==> src/rtl/ahb_cmd_master.sv <==
`default_nettype none
// ============================================================================
//  Module      : ahb_cmd_master
//  Description : Single-transfer AHB initiator. Turns a valid/ready command
//                stream into AHB SINGLE NONSEQ reads/writes and returns one
//                registered response per command. One address-phase slot (A)
//                and one data-phase slot (D) let address and data phases of
//                consecutive commands overlap.
//  Revision    : 1.0 - initial release
// ============================================================================
module ahb_cmd_master #(
  parameter int          ADDR_WIDTH = 32,
  parameter int          DATA_WIDTH = 32,
  parameter logic [3:0]  HPROT_VAL  = 4'b0011
) (
  input  logic                  hclk,
  input  logic                  hresetn,
  // command stream
  input  logic                  cmd_valid,
  output logic                  cmd_ready,
  input  logic                  cmd_write,
  input  logic [2:0]            cmd_size,
  input  logic [ADDR_WIDTH-1:0] cmd_addr,
  input  logic [DATA_WIDTH-1:0] cmd_wdata,
  // response stream
  output logic                  rsp_valid,
  output logic                  rsp_err,
  output logic [DATA_WIDTH-1:0] rsp_rdata,
  output logic                  busy,
  // AHB master interface
  output logic                  hsel,
  output logic [ADDR_WIDTH-1:0] haddr,
  output logic [3:0]            hprot,
  output logic [2:0]            hsize,
  output logic [1:0]            htrans,
  output logic [2:0]            hburst,
  output logic                  hwrite,
  output logic [DATA_WIDTH-1:0] hwdata,
  input  logic [1:0]            hresp,
  input  logic                  hready,
  input  logic                  hgrant,
  input  logic [DATA_WIDTH-1:0] hrdata
);

  localparam logic [1:0] c_htrans_idle   = 2'b00;
  localparam logic [1:0] c_htrans_nonseq = 2'b10;
  localparam logic [1:0] c_hresp_error   = 2'b01;
  localparam logic [2:0] c_hsize_idle    = 3'b010;
  localparam logic [2:0] c_hburst_single = 3'b000;

  // Address-phase slot
  logic                  r_a_pend;
  logic                  r_a_write;
  logic [2:0]            r_a_size;
  logic [ADDR_WIDTH-1:0] r_a_addr;
  logic [DATA_WIDTH-1:0] r_a_wdata;

  // Data-phase slot
  logic                  r_d_pend;
  logic                  r_d_write;
  logic [DATA_WIDTH-1:0] r_d_wdata;

  // Registered response
  logic                  r_rsp_valid;
  logic                  r_rsp_err;
  logic [DATA_WIDTH-1:0] r_rsp_rdata;

  logic w_err_cancel;
  logic w_a_issue;
  logic w_a_done;
  logic w_d_done;
  logic w_accept;

  // First ERROR cycle: the slave wants the following transfer withdrawn,
  // so the queued address phase is suppressed for exactly this cycle.
  assign w_err_cancel = r_d_pend && (hresp == c_hresp_error) && !hready;
  assign w_a_issue    = r_a_pend && hgrant && !w_err_cancel;
  assign w_a_done     = w_a_issue && hready;
  assign w_d_done     = r_d_pend && hready;

  // The A slot frees up in the same cycle its address phase completes,
  // which is what allows one command per cycle at zero wait states.
  assign cmd_ready = !r_a_pend || w_a_done;
  assign w_accept  = cmd_valid && cmd_ready;

  assign htrans = w_a_issue ? c_htrans_nonseq : c_htrans_idle;
  assign hsel   = w_a_issue;
  assign haddr  = r_a_addr;
  assign hwrite = r_a_write;
  assign hsize  = r_a_size;
  assign hwdata = r_d_wdata;
  assign hprot  = HPROT_VAL;
  assign hburst = c_hburst_single;
  assign busy   = r_a_pend || r_d_pend;

  assign rsp_valid = r_rsp_valid;
  assign rsp_err   = r_rsp_err;
  assign rsp_rdata = r_rsp_rdata;

  // A slot: load on accept, return to idle bus values once issued.
  // cmd_size is passed through unchanged; sizes wider than the data bus are
  // the requester's responsibility.
  always_ff @(posedge hclk or negedge hresetn) begin
    if (!hresetn) begin
      r_a_pend  <= 1'b0;
      r_a_write <= 1'b0;
      r_a_size  <= c_hsize_idle;
      r_a_addr  <= '0;
      r_a_wdata <= '0;
    end else if (w_accept) begin
      r_a_pend  <= 1'b1;
      r_a_write <= cmd_write;
      r_a_size  <= cmd_size;
      r_a_addr  <= cmd_addr;
      r_a_wdata <= cmd_wdata;
    end else if (w_a_done) begin
      r_a_pend  <= 1'b0;
      r_a_write <= 1'b0;
      r_a_size  <= c_hsize_idle;
      r_a_addr  <= '0;
      r_a_wdata <= '0;
    end
  end

  // D slot: take over from A when its address phase completes, else clear
  // when the data phase finishes so hwdata idles at zero.
  always_ff @(posedge hclk or negedge hresetn) begin
    if (!hresetn) begin
      r_d_pend  <= 1'b0;
      r_d_write <= 1'b0;
      r_d_wdata <= '0;
    end else if (w_a_done) begin
      r_d_pend  <= 1'b1;
      r_d_write <= r_a_write;
      r_d_wdata <= r_a_wdata;
    end else if (w_d_done) begin
      r_d_pend  <= 1'b0;
      r_d_write <= 1'b0;
      r_d_wdata <= '0;
    end
  end

  // Response: one-cycle pulse the cycle after the data phase completes.
  always_ff @(posedge hclk or negedge hresetn) begin
    if (!hresetn) begin
      r_rsp_valid <= 1'b0;
      r_rsp_err   <= 1'b0;
      r_rsp_rdata <= '0;
    end else begin
      r_rsp_valid <= w_d_done;
      r_rsp_err   <= w_d_done && (hresp == c_hresp_error);
      r_rsp_rdata <= (w_d_done && !r_d_write) ? hrdata : '0;
    end
  end

endmodule
`default_nettype wire

==> config.mk <==
export PLATFORM = sky130hd
export DESIGN_NAME = ahb_cmd_master
export DESIGN_NICKNAME = d
export VERILOG_FILES = /design/src/rtl/ahb_cmd_master.sv
export SDC_FILE = /design/constraint.sdc
export NUM_CORES = 1
export LEC_CHECK = 0
export CORE_MARGIN = 2
export CORE_UTILIZATION = 44
export DETAILED_ROUTE_END_ITERATION = 8
export PLACE_DENSITY = 0.81
export SKIP_CTS_REPAIR_TIMING = 1
export SYNTH_ARGS = -nofsm -noshare
export SYNTH_HDL_FRONTEND = slang
export SYNTH_SLANG_ARGS = --single-unit
==> constraint.sdc <==
create_clock -name hclk -period 1.65 [get_ports hclk]
set_input_delay 0.33 -clock hclk [delete_from_list [all_inputs] [get_ports hclk]]
set_output_delay 0.33 -clock hclk [all_outputs]
set_load 0.05 [all_outputs]
# Word level (Yosys, flattened, before mapping)
# Cells that the tools add are included.
[word_totals]
register_bits = 137
latch_bits = 0
mem_bits_rw = 0
mem_bits_ro = 0
word_cells = 44
memories = 0
[op_classes]
add_sub_neg = 0
mul = 0
div = 0
n_lt_le_gt_ge = 0
n_eq_ne = 1
shift = 0
n_mux = 15
n_bitwise = 0
n_reduce_logical = 17
[op_table]
columns = ["op", "count"]
rows = [
  ["$mux W32", 6],
  ["$logic_and A1 B1 Y1", 9],
  ["$mux W1", 6],
  ["$mux W3", 2],
  ["$logic_not A1 Y1", 4],
  ["$reduce_bool A2 Y1", 2],
  ["$eq A2 B1 Y1 const B", 1],
  ["$logic_or A1 B1 Y1", 2],
  ["$mux W2", 1],
]

# Depth between registers and ports, before layout
[depth]
ltp_word = 9
mapped_depth = 6
ltp_nobuf = 3

# Least setup slack after synthesis
# Ideal clock, no wire load.
[synth_path]
kind = "reg-to-output"
from = "register r_a_pend"
to = "output port htrans[1]"
arrival_time_ps = 1670
required_time_ps = 1320
setup_slack_ps = -350
stages_incl_launch_ff = 5
n_path_buf = 2
cell_sequence = "dfrtp_1 > buf_4 > and2_1 > nor2b_1 > buf_4"
[synth_via]
elab_chain_len = 3
[synth_lines]
columns = ["element", "line", "rtl"]
rows = [
  ["from (decl)", "52", "logic r_a_pend;"],
  ["from (signal assigned)", "105", "r_a_pend <= 1'b0;"],
  ["from (signal assigned)", "111", "r_a_pend <= 1'b1;"],
  ["from (signal assigned)", "117", "r_a_pend <= 1'b0;"],
  ["$logic_and A1 B1 Y1 (2 in series)", "77", "assign w_a_issue = r_a_pend && hgrant && !w_err_cancel;"],
  ["net hsel", "31", "output logic hsel,"],
  ["$mux W2", "86", "assign htrans = w_a_issue ? c_htrans_nonseq : c_htrans_idle;"],
  ["to (decl)", "35", "output logic [1:0] htrans,"],
]
# The timed path passes the listed nets, and every way through them passes these cells.

# Worst setup path in the final report
[layout_path]
from = "register r_d_pend"
to = "output port hsel"
[layout_via]
elab_chain_len = 4
[layout_lines]
columns = ["element", "line", "rtl"]
rows = [
  ["from (decl)", "59", "logic r_d_pend;"],
  ["from (signal assigned)", "129", "r_d_pend <= 1'b0;"],
  ["from (signal assigned)", "133", "r_d_pend <= 1'b1;"],
  ["from (signal assigned)", "137", "r_d_pend <= 1'b0;"],
  ["$logic_and A1 B1 Y1 (2 in series)", "76", "assign w_err_cancel = r_d_pend && (hresp == c_hresp_error) && !hready;"],
  ["$logic_not A1 Y1", "77", ""],
  ["$logic_and A1 B1 Y1", "77", ""],
  ["to (decl)", "31", ""],
]
# Every way passes these cells.

==> reports/qor.yml <==
fin_nets: 764
layout_common_cells: "dfrtp_1, buf_4, clkdlybuf4s50_1"
timing.rr.end: "r_a_wdata[2]$_DFFE_PN0P_"
r2r_cells: 3
clk_path_buf_depth: 2
grt_max_degree: 75
peakVddDrop_uv: 623
grt_pass1_wl_um: 22300
synthDistinctLibCells: 32
cp.required_ns: 1.32
synth-seq-cells: 137
wl_per_cell_um: 17.2
place_inst: 808
switching_share: 0.334
layout-drive-gt1-share: 0.254
syn_area_um2: 5650
grt_use_total: 0.213
synth_edf_count: 0
ys_warn_count: 0
internal_power_mw: 7.16
multi_input_area_um2: 1960
cts.sinks: 137
combPwrFrac: 0.272
root_buffer: "clkbuf_16"
r2r-start: "r_a_pend$_DFFE_PN0P_"
slew_viol_final: 0
synth_area_per_cell_um2: 12.5
firstDrtPassIters: 5
skew_ns: 0.00510
fin_crit_ns: 1.66
htreeDepth: 4
hp-class: "in -> reg"
p_seq_frac: 0.379
num_rows: 41
synthCells: 450
diodes: 0
die_y_um: 117
whs_path_depth: 2
power_density_nw_per_um2: 1280
core_um2: 12600
holdCritStartpoint: "hresp[1]"
critPathArrivalTime_ns: 1.33
hold_violations: 0
routed_wl_um: 14500
violations: "negative setup slack"
drt_iter0_drc: 417
ys_async_sr_fraction: 1.00
setup_viol: 2
clkTransAtPathRegs_ns: 0.06
antenna_found_initial: 0
max_freq_mhz: 601
leakagePower_nw: 4.08
rsz0062_at_grt: "true"
setup_ws_ns: -0.0132
maxCapViolations: 0
start_util: 0.449
grt_pass1_vias: 4419
fin_crit_sh: 1.01
final_common_cell: "dfrtp_1"
numCtsBuffers: 17
fin_cells: 842
fill_cells: 903
path_class: "reg -> out"
globalplace.congestion: 0.860
ant_nets: 0
io_buffers: 212
grt-ovfl-total: 0
die_x_um: 117
drc: 0
ff2ff_setup_slack_ns: 0.33
layout.area.seq_um2: 3430
worst_setup_path_end_kind: "primary output"
pwr-share-clk: 0.349
startpoint_type: "register"
yosysSeqAreaShare: 0.607
p_sw_mw: 3.60
power.total_mw: 10.8
status: "finished, violations left"
clock_latency_ns: 0.41
syn2layout_area_growth_pct: 48.3
vias: 4478
vias_per_cell: 5.32
cts_tree: "yes"
hold_end: "rsp_err$_DFF_PN0_"
fp.dieArea_um2: 13800
crit_fanout: 5
hpwl_um: 9900
io-pin-count: 221
synthFlopType: "dfrtp_1"
## cell usage after synthesis (2+ instances only)
cell	n	share of area
clkbuf_1	6	0.0040
buf_4	13	0.017
buf_1	7	0.0047
buf_8	3	0.0080
o221ai_1	36	0.056
mux2i_1	36	0.064
a22o_1	64	0.099
nand2_1	38	0.025
conb_1	2	0.0013
and2_1	33	0.037
dfrtp_1	136	0.60
nand2b_1	2	0.0022
nand3_1	36	0.032
buf_2	20	0.018
## logic make-up after synthesis
| logic type | after synthesis | share of synthesized area |
|---|---|---|
| mux | 37 | 0.0658 |
| compound gates | 105 | 0.164 |
| simple gates | 117 | 0.106 |
| other cells | 2 | 0.00133 |
| buf+inv | 52 | 0.0556 |
| flops | 137 | 0.607 |
## layout make-up
class,instances,area share
tap,172,0.0257
timing repair buffer,233,0.260
clock buffer,19,0.0529
sequential,137,0.410
clock inverter,13,0.0172
multi-input combinational,267,0.234
inverter,1,0.000448
## power by group through the flow
stage	logic, mW	registers (mW)	clock network [mW]
5_1_grt	3.09	4.13	3.96
2_1_floorplan	0.774	5.14	0
3_5_place_dp	2.92	4.12	0
4_1_cts	2.93	4.08	3.82
6_report	2.92	4.08	3.76
3_3_place_gp	2.86	4.11	0
## worst max-delay path, cell delays in order, from the launching register on
cell and delay, ns:
dfrtp_1 0.41, nor4bb_4 0.28, nor2b_4 0.08, buf_6 0.16
## worst max-delay path by stage
stage,from,endpoint,depth (start not counted)
after global routing,r_d_pend$_DFFE_PN0P_,hsel,3
after detailed placement,hresp[0],hsel,5
final,r_d_pend$_DFFE_PN0P_,hsel,3
after CTS,hresp[0],hsel,5
after floorplan,r_a_pend$_DFFE_PN0P_,htrans[1],4
after global placement,hresp[0],hsel,5
## per-layer routing
metal | wire (µm) | share of wire | global-route usage
met5 | 0 | 0 | 0
met4 | 362 | 0.025 | 0.0918
met3 | 972 | 0.067 | 0.0587
met2 | 7310 | 0.50 | 0.347
met1 | 5840 | 0.40 | 0.268
## state kept, by name, indices dropped and copies added (netlist names)
register   flops
r_a_wdata     32
hwrite         1
rsp_rdata     32
r_a_pend       1
rsp_valid      1
hsize          3
haddr         32
r_d_pend       1
hwdata        32
r_d_write      1
rsp_err        1
## through the flow
stage	TNS [ns]	area [µm²]	worst slack, ns	hold slack [ns]	utilization
6_report	-0.0255	8370	-0.0132	0.209	0.666
5_1_grt	-0.181	8370	-0.0905	0.212	0.666
4_1_cts	-0.400	8320	-0.196	-0.168	0.662
3_5_place_dp	-6.12	7730	-0.177	0.272	0.615
3_3_place_gp	-3.00	7730	-0.134	0.265	0.615
2_1_floorplan	0	5680	0.137	0.0344	-
No activity file was read; power rests on OpenSTA's default activity.
